File: config.mk
export PLATFORM = sky130hd
export DESIGN_NAME = rr_arb_ctrl_bridge
export DESIGN_NICKNAME = d
export VERILOG_FILES = /design/src/rtl/rr_arb_ctrl_bridge.sv
export SDC_FILE = /design/constraint.sdc
export NUM_CORES = 1
export LEC_CHECK = 0
export CORE_AREA = 2 2 39 41
export DETAILED_ROUTE_END_ITERATION = 10
export DIE_AREA = 0 0 41 43
export GPL_TIMING_DRIVEN = 0
export SETUP_SLACK_MARGIN = 0.5
export SLEW_MARGIN = 30
export SYNTH_ARGS = -nofsm -noshare
export SYNTH_HDL_FRONTEND = slang
export SYNTH_SLANG_ARGS = --single-unit
File: constraint.sdc
create_clock -name clk -period 2.1 [get_ports clk]
set_clock_uncertainty 0.15 [all_clocks]
set_input_delay 0.21 -clock clk [delete_from_list [all_inputs] [get_ports clk]]
set_output_delay 0.21 -clock clk [all_outputs]
set_load 0.01 [all_outputs]
File: src/rtl/rr_arb_ctrl_bridge.sv
`default_nettype none
// ============================================================================
//  Module   : rr_arb_ctrl_bridge
//  Purpose  : Round-robin arbiter/controller sharing one bridge target port
//             between N_MASTER requesters. It drives the select of a fan-in
//             request mux tree and exports the priority pointer as per-level
//             RR flags. Once a selection is stalled by the target, it is
//             locked and held until the target grants it.
//  Ports    : clk        - clock, all state on rising edge
//             rst        - synchronous active-high reset
//             req_i      - per-master request
//             gnt_o      - per-master grant (one-hot or zero)
//             req_o      - request to target port
//             gnt_i      - grant from target port
//             sel_o      - index of master routed to the target
//             rr_flag_o  - round-robin pointer; bit k feeds tree level k
//             locked_o   - high while a stalled selection is held
//  Params   : N_MASTER must be a power of two and >= 2 so that pointer
//             arithmetic wraps naturally in LOG_MASTER bits.
//  Revision : 1.0 - initial release
// ============================================================================
module rr_arb_ctrl_bridge #(
    parameter int N_MASTER   = 4,
    parameter int LOG_MASTER = $clog2(N_MASTER)
) (
    input  logic                  clk,
    input  logic                  rst,
    input  logic [N_MASTER-1:0]   req_i,
    output logic [N_MASTER-1:0]   gnt_o,
    output logic                  req_o,
    input  logic                  gnt_i,
    output logic [LOG_MASTER-1:0] sel_o,
    output logic [LOG_MASTER-1:0] rr_flag_o,
    output logic                  locked_o
);

    localparam logic [LOG_MASTER-1:0] c_one = LOG_MASTER'(1);

    typedef enum logic [0:0] {
        ST_IDLE = 1'b0,
        ST_LOCK = 1'b1
    } state_t;

    state_t                r_state;
    state_t                w_state_nxt;
    logic [LOG_MASTER-1:0] r_rr;
    logic [LOG_MASTER-1:0] w_rr_nxt;
    logic [LOG_MASTER-1:0] r_lock_idx;
    logic [LOG_MASTER-1:0] w_lock_idx_nxt;

    logic [LOG_MASTER-1:0] w_winner;
    logic [LOG_MASTER-1:0] w_cand;
    logic                  w_found;
    logic                  w_any_req;

    logic [LOG_MASTER-1:0] w_sel;
    logic                  w_req;
    logic [N_MASTER-1:0]   w_gnt;

    assign w_any_req = |req_i;

    // ------------------------------------------------------------------------
    // Winner search: scan from the pointer upward, wrapping modulo N_MASTER.
    // The candidate index wraps for free because N_MASTER is a power of two.
    // With no request the pointer itself is reported, keeping sel stable.
    // ------------------------------------------------------------------------
    always_comb begin
        w_winner = r_rr;
        w_found  = 1'b0;
        w_cand   = r_rr;
        for (int k = 0; k < N_MASTER; k++) begin
            w_cand = r_rr + LOG_MASTER'(k);
            if (!w_found && req_i[w_cand]) begin
                w_winner = w_cand;
                w_found  = 1'b1;
            end
        end
    end

    // ------------------------------------------------------------------------
    // State register
    // ------------------------------------------------------------------------
    always_ff @(posedge clk) begin
        if (rst) begin
            r_state    <= ST_IDLE;
            r_rr       <= '0;
            r_lock_idx <= '0;
        end else begin
            r_state    <= w_state_nxt;
            r_rr       <= w_rr_nxt;
            r_lock_idx <= w_lock_idx_nxt;
        end
    end

    // ------------------------------------------------------------------------
    // Next-state and output decode
    // ------------------------------------------------------------------------
    always_comb begin
        w_state_nxt    = r_state;
        w_rr_nxt       = r_rr;
        w_lock_idx_nxt = r_lock_idx;
        w_sel          = w_winner;
        w_req          = 1'b0;
        w_gnt          = '0;

        case (r_state)
            ST_IDLE: begin
                w_sel = w_winner;
                w_req = w_any_req;
                if (w_req && gnt_i) begin
                    // Zero-latency handshake; pointer moves past the winner.
                    w_gnt[w_winner] = 1'b1;
                    w_rr_nxt        = w_winner + c_one;
                end else if (w_req) begin
                    // Target stalled: freeze this selection until granted.
                    w_state_nxt    = ST_LOCK;
                    w_lock_idx_nxt = w_winner;
                end
            end

            ST_LOCK: begin
                // Only the locked master is considered, whatever its priority.
                w_sel = r_lock_idx;
                w_req = req_i[r_lock_idx];
                if (w_req && gnt_i) begin
                    w_gnt[r_lock_idx] = 1'b1;
                    w_rr_nxt          = r_lock_idx + c_one;
                    w_state_nxt       = ST_IDLE;
                end else if (!w_req) begin
                    // Locked master withdrew its request: release without
                    // moving the pointer so nobody loses its turn.
                    w_state_nxt = ST_IDLE;
                end
            end

            default: begin
                w_state_nxt = ST_IDLE;
            end
        endcase
    end

    // Reset suppresses any transfer in the same cycle.
    assign req_o     = w_req & ~rst;
    assign gnt_o     = rst ? '0 : w_gnt;
    assign sel_o     = w_sel;
    assign rr_flag_o = r_rr;
    assign locked_o  = (r_state == ST_LOCK);

endmodule
`default_nettype wire
=== After elaboration in Yosys (flattened, before gate mapping) ===
Index checks and enable logic that the tools add are counted.

* Output and inout bits: 10
* Logic and storage cells: 69
* Input bits: 7
* Register bits after elaboration: 5

* Add/sub/neg operators: 5
* Multiplexer cells: 34
* Magnitude comparators: 8
* Equal/unequal tests: 2
* Bitwise gates (word level): 4
* Reductions and logical operators: 13

{| class="wikitable"
|+ Operators with widths
! cell !! count
|-
| 2-bit by 3-bit less-than comparator with 1-bit output (second input constant) || 6
|-
| 1-bit two-way mux || 14
|-
| 4-bit two-way mux || 3
|-
| 1-bit binary-select mux with 2-bit select || 5
|-
| 2-bit two-way mux || 5
|-
| 2-bit case mux with 2 select lines || 2
|-
| 4-bit case mux with 2 select lines || 1
|-
| 1-bit logical AND || 7
|-
| 2-bit by 1-bit adder with 2-bit output (second input constant) || 3
|-
| 2-bit adder (second input constant) || 2
|-
| 1-bit demux with 2-bit select || 2
|-
| 2-bit by 1-bit >= comparator with 1-bit output (second input constant) || 2
|-
| 1-bit case mux with 2 select lines || 2
|-
| 4-bit OR reduction || 1
|-
| 1-bit logical NOT || 3
|-
| 1-bit NOT || 3
|-
| 3-bit AND reduction || 1
|-
| 2-bit by 1-bit inequality test with 1-bit output (second input constant) || 1
|-
| 2-bit inequality test (second input constant) || 1
|-
| 2-bit AND reduction || 1
|-
| 1-bit AND || 1
|}

=== Logic depth before layout (Yosys ltp) ===
Gate-level depths: netlist of run 1.

* Word-level depth: 19
* Depth in mapped cells: 6
* Gate-level depth less buffers: 5

=== Worst setup path after synthesis of run 1 ===
OpenSTA, ideal clock, no wires.

* Path kind: reg2out
* From: register r_rr[1] (netlist: rr_flag_o[1])
* To: output port gnt_o[3]
* Stages on the path, launching flop included: 6
* Data arrival time: 1.643 ns
* Path slack: 0.097 ns
* Path buffers: 0
* Data required time: 1.740 ns
* Path through: dfxtp_1 -> nor3_1 -> or4_4 -> and2_4 -> o32a_1 -> nor2_1

* Word-level cells in the longest chain between the ends: 19
* Elaborated cells between the ends (all ways): 31
* Those cells by class: add/sub: 3; order compare: 2; mux: 19; reduce/logical: 7

{| class="wikitable"
|+ RTL lines
! element !! line !! RTL
|-
| start: declaration || 46 || <nowiki>logic [LOG_MASTER-1:0] r_rr;</nowiki>
|-
| start signal: assignment || 90 || <nowiki>r_rr <= w_rr_nxt;</nowiki>
|-
| parallel branches: the longest is 11 deep, another holds 2-bit by 1-bit adder with 2-bit output || - ||
|-
| 2-bit two-way mux * || 73 || <nowiki>if (!w_found && req_i[w_cand]) begin</nowiki>
|-
| 2-bit by 3-bit less-than comparator with 1-bit output (not written as such) or 2-bit by 1-bit >= comparator with 1-bit output (tied branches) || 112 || <nowiki>w_gnt[w_winner] = 1'b1;</nowiki>
|-
| 1-bit logical AND (not written as such) || 112 ||
|-
| 1-bit two-way mux (not written as such) || 112 ||
|-
| 1-bit demux with 2-bit select * || 112 ||
|-
| 4-bit two-way mux * || 110 || <nowiki>if (w_req && gnt_i) begin</nowiki>
|-
| 4-bit case mux with 2 select lines * || 106 || <nowiki>case (r_state)</nowiki>
|-
| 4-bit two-way mux * || 144 || <nowiki>assign gnt_o = rst ? '0 : w_gnt;</nowiki>
|-
| end: declaration || 29 || <nowiki>output logic [N_MASTER-1:0] gnt_o,</nowiki>
|}

Every way passes the cells marked *. The select of a mux whose other input is x is not followed.

=== Worst setup path in the final report of run 1 ===
* From: register r_rr[0] (netlist: rr_flag_o[0])
* To: output port gnt_o[1]

Same word-level chain as after synthesis.

==> results.toml, run 1 <==
[worst_setup_path]
critical_path_required_ns = 1.74
reg2regPathDepth = 7
cp.arrival_ns = 1.86
reg2reg_from = "rr_flag_o[0]$_SDFFE_PP0P_"
path_max_fanout = 3
cp-start-kind = "flop"
crit_path_end_kind = "output port"
crit_start = "rr_flag_o[0]$_SDFFE_PP0P_"
ff2ff_setup_slack_ns = 0.44
crit_type = "reg2out"
timing.rr.end = "rr_flag_o[0]$_SDFFE_PP0P_"

[placed_design]
dpl.cell_count = 95
numPortBuffers = 15
hpwl_um = 898
gp_congestion = 0.788
dpl_cell_area_um2 = 646
dp_worst_setup_slack_ns = -0.801

[grt]
overflow = 0
grt_start_max_net_pins = 11
antenna_found_initial = 0
grt_pass1_wl_um = 2110
gr-usage-all-layers_pct = 17.7
grt_pass1_vias = 501

[final_layout]
finalInstanceArea_um2 = 776
area_delta_synth_final_pct = 69.9
n_antenna_cell = 0
drive_above_1_share_pct = 45.1
nNetsFinal = 99
regArea_um2 = 108
final_cells = 107
fillCellCount = 137
multi_input_area_um2 = 407

[synthesis]
netlist_area_um2 = 457
synth_commonest_cells = "9 x nor2_1, 7 x nand2_1, 5 x dfxtp_1"
ys_types = 28
synth_most_common_cell = "nor2_1"
yosysSeqAreaShare_pct = 21.9
synth_enable_flop_cells = 0
synth_cells = 64
syn_area_per_cell_um2 = 7.14
ys_async_sr_fraction_pct = 0
ys_warn_count = 0
synth_top_area_share_pct = 21.9
synth_nets = 71
synth_flop_cell = "dfxtp_1"
synth-seq-cells = 5
synthTopCellsByArea = "dfxtp_1 22%, nor2_1 7.4%, mux2i_1 6.6%"
synth_top_area_cell = "dfxtp_1"

[clock_network]
cts_tree = "built"
cts_buffers = 3
h-tree-depth = 1
cts.clk_slew.worst_paths_ns = 0.04
clock_latency_ns = 0.24
cts.sinks = 5
cts_buffer_depth = 2
cts_root_buffer = "clkbuf_4"

[detailed_routing]
wirelength_um = 1460
dr.pass1.iters = 4
avgViaCountPerCell = 5.34
drc = 0
antenna_left = 0
post_drt_wl_per_cell_um = 13.7
dr.first_iter.drc_count = 7
num_vias = 571

[run_status]
violations = "negative setup slack"
outcome = "complete, but fails checks"

[floorplan]
core-area_um2 = 1380
start_util_pct = 33.0
dieArea_um2 = 1760
placementRows = 14
die_w_um = 41
die_h_um = 43
ios = 17

[timing]
drv_slew = 0
postLayoutSetupSlackWorst_ns = -0.121
slew-limit-headroom_pct = 70.5
worst_pin_slew_ns = 0.443
fmax_mhz = 450
rsz0062_at_grt = "true"
hold_viol = 0
finalCritPeriodShare_pct = 106
fin_crit_ns = 2.22
setup_tns_ns = -0.311
setup_violations = 4

[worst_hold_path]
holdCritStartpoint = "rst"
hold_depth = 2
hold_class = "in2reg"
hold_end = "r_lock_idx[0]$_SDFFE_PP0P_"

[pwr]
ir_drop_mv = 0.348
finalPower_mw = 0.425
powerDensity_nw_per_um2 = 548
p_leak_nw = 0.346

[job]
cap_violations = 0
## cells by family (layout without fill, tap and decap cells)
family                 after synthesis  after routing  share of synthesized area [%]
AO/OA/AOI/OAI                       15             15                           23.0
buffers and inverters                6             33                           4.93
flip-flops                           5              5                           21.9
multiplexers                         4              4                           9.04
AND/OR/NAND/NOR                     34             34                           41.1
## registers in the layout, summed over array words and instances (netlist names)
register and count:
r_lock_idx 2, rr_flag_o 2, locked_o 1
## power breakdown
part / switching (mW) / total (mW) / internal (mW)
Combinational: 0.0965 / 0.199 / 0.102
Clock: 0.0416 / 0.114 / 0.0720
Sequential: 0.00797 / 0.113 / 0.105
Total: 0.146 / 0.425 / 0.279
## critical path, stage by stage, from the launching register on
cell and delay, ns:
dfxtp_4 0.36, buf_4 0.11, nor2b_2 0.04, o21ai_0 0.24, nand2_1 0.16, o32a_1 0.35
nor2_2 0.08, dlygate4sd2_1 0.27
## final cells by class
class,instances,share of cell area (%)
buffer,3,2.10
clock buffer,4,3.39
inverter,3,1.45
multi-input combinational,53,52.4
sequential,5,13.9
tap,16,2.58
timing repair buffer,23,24.2
## metal layers
layer	vias up	wire (um)	GRT usage (%)
li1	286	-	-
met1	273	621	22.4
met2	10	784	25.9
met3	2	49	3.14
met4	0	7	12.0
met5	-	0	0
## through the flow
stage	hold slack, ns	utilization [%]
final	0.209	56.1
after global routing	0.221	56.1
after CTS	0.196	51.4
after detailed placement	0.375	46.7
after global placement	0.367	46.7
after floorplan	0.132	-
## cells in the final DEF (no fill, tap or decap), types with 3 or more instances in the layout
cell,n
inv_1,3
mux2i_1,3
nor2_1,5
nor2_2,3
dlygate4sd2_1,5
dfxtp_1,3
nand2_1,7
clkbuf_4,4
buf_4,6
o21ai_2,3
buf_2,5
## worst max path at each step
stage                    end  slack, ns  cells past startpoint
floorplan           gnt_o[3]       0.24                      5
global placement    gnt_o[3]      -0.81                      7
detailed placement  gnt_o[3]      -0.80                      7
CTS                    req_o      -0.11                      5
global route        gnt_o[1]      -0.19                      7
finish              gnt_o[1]      -0.12                      7
## repair_timing
item,CTS,global route
endpoints found under the setup margin,12,12
pin swaps,4,3
hold buffers,0,0
resized for setup,35,19
hold endpoints to repair,0,0
buffers inserted,6,2
Note: power is estimated with default switching activity, not from simulation.
==> inputs of run 2 (changes only) <==
--- a/config.mk
+++ b/config.mk
@@ -5,9 +5,10 @@
 export SDC_FILE = /design/constraint.sdc
 export NUM_CORES = 1
 export LEC_CHECK = 0
-export CORE_AREA = 2 2 39 41
+export CAP_MARGIN = 20
+export CORE_MARGIN = 1.5
+export CORE_UTILIZATION = 23
 export DETAILED_ROUTE_END_ITERATION = 10
-export DIE_AREA = 0 0 41 43
 export GPL_TIMING_DRIVEN = 0
 export SETUP_SLACK_MARGIN = 0.5
 export SLEW_MARGIN = 30
==> run 2 against run 1 <==
Compared with the run above:
- the run still ends with negative setup slack left
- clock-buffer cell count is the same
- flip-flop and latch count is the same
- total power grew 4.0%
- sequential power is essentially flat
- via count grew 8.1%
- largest power group unchanged
==> results.toml, run 2 (synthesized netlist as in run 1, its figures left out) <==
[run_status]
outcome = "complete, but fails checks"
violations = "negative setup slack"

[timing]
fmax_mhz = 455
slew-limit-headroom_pct = 70.8
whs_ns = 0.197
setup_violations = 3
fin_crit_ns = 2.20
worst_pin_slew_ns = 0.434
rsz0062_at_grt = "true"
hold_viol = 0
finalCritPeriodShare_pct = 105
postLayoutSetupSlackWorst_ns = -0.0988
drv_slew = 0

[pwr]
switching_share_pct = 33.5
p_sw_mw = 0.148
finalPower_mw = 0.442
powerDensity_nw_per_um2 = 534
p_int_mw = 0.294
p_clk_share_pct = 24.5
seq_power_share_pct = 25.4
p_comb_share_pct = 50.2
ir_drop_mv = 0.363
p_leak_nw = 0.354

[detailed_routing]
post_drt_wl_per_cell_um = 13.3
avgViaCountPerCell = 5.02
wirelength_um = 1640
drc = 0
dr.pass1.iters = 4
dr.first_iter.drc_count = 8
antenna_left = 0
num_vias = 617

[clock_network]
cts_buffers = 3
cts_root_buffer = "clkbuf_4"
cts.sinks = 5
h-tree-depth = 1
cts.clk_slew.worst_paths_ns = 0.04
clock_latency_ns = 0.24
cts_buffer_depth = 2
cts_tree = "built"
cts.hold.buffers_added = 0

[final_layout]
area_delta_synth_final_pct = 81.4
final_common_cell = "buf_4"
n_antenna_cell = 0
nNetsFinal = 106
layout_common_cells = "11 x buf_4, 6 x nand2_1, 6 x buf_2"
drive_above_1_share_pct = 51.0
final_util_pct = 46.0

[grt]
overflow = 0
grt_pass1_wl_um = 2440
grt_start_max_net_pins = 11
antenna_found_initial = 0
gr-usage-all-layers_pct = 15.7
grt_pass1_vias = 587

[placed_design]
dp_worst_setup_slack_ns = -0.804
gp_congestion = 0.733
numPortBuffers = 15

[job]
cap_violations = 0

[floorplan]
placementRows = 15
dieArea_um2 = 2260
die_w_um = 47.6
core-area_um2 = 1800
start_util_pct = 25.3
ios = 17
die_h_um = 47.6

[worst_setup_path]
cp.arrival_ns = 1.84
cp-start-kind = "flop"
critical_path_required_ns = 1.74
cpMaxStageDelayCell = "or4_4"
path_max_fanout = 4
crit_type = "reg2out"
crit_path_end_kind = "output port"
crit_chain = "and3b_1, or4_4, and2_4, o32a_1, nor2_2, buf_2"
max_stage_delay_ns = 0.43

[worst_hold_path]
hold_class = "in2reg"
-- run 2: critical path: cells and delay by family (launching register included) --
kind	cells	cell delay [ns]
AO/OA/AOI/OAI	1	0.29
flip-flops	1	0.34
AND/OR/NAND/NOR	4	0.83
buffers and inverters	1	0.13
-- run 2: layout make-up --
type / instances / area [um2]
well taps: 25 / 31.3
clock buffers: 4 / 26.3
inverters: 3 / 11.3
fillers: 195 / 973
flip-flops and latches: 5 / 108
plain buffers: 3 / 18.8
repair buffers: 30 / 239
multi-input cells: 53 / 394
-- run 2: repair_timing --
action / 4_1_cts / 5_1_grt
buffers inserted: 14 / 1
cloned: 0 / 0
gates resized for setup: 50 / 10
endpoints found under the setup margin: 12 / 11
pin swaps: 7 / 2
-- run 2: power groups by stage --
stage | clock, mW | sequential [mW] | combinational (mW)
after floorplan | 0 | 0.118 | 0.0833
after CTS | 0.116 | 0.112 | 0.193
after global placement | 0 | 0.117 | 0.148
final | 0.108 | 0.112 | 0.222
after detailed placement | 0 | 0.117 | 0.148
after global routing | 0.119 | 0.113 | 0.238
-- run 2: final timing paths --
kind | from | depth (start not counted) | to | slack (ns)
hold reg to reg | r_lock_idx[1]$_SDFFE_PP0P_ | 2 | r_lock_idx[1]$_SDFFE_PP0P_ | 0.44
setup reg to reg | rr_flag_o[1]$_SDFFE_PP0P_ | 8 | rr_flag_o[1]$_SDFFE_PP0P_ | 0.24
hold / removal | rst | 2 | r_lock_idx[1]$_SDFFE_PP0P_ | 0.20
setup / recovery | rr_flag_o[1]$_SDFFE_PP0P_ | 6 | gnt_o[3] | -0.1
-- run 2: metal layers --
| metal | global-route usage [%] | share of wire, % |
|---|---|---|
| met1 | 18.3 | 41 |
| met2 | 25.7 | 51 |
| met3 | 1.89 | 4.5 |
| met4 | 13.0 | 2.8 |
| met5 | 0 | 0 |
-- run 2: metrics by stage --
stage	instances	area, um2	TNS (ns)
after detailed placement	104	657	-3.75
after floorplan	64	475	0
after CTS	122	791	-0.223
after global placement	104	657	-3.79
after global routing	123	828	-0.495
final	123	828	-0.256
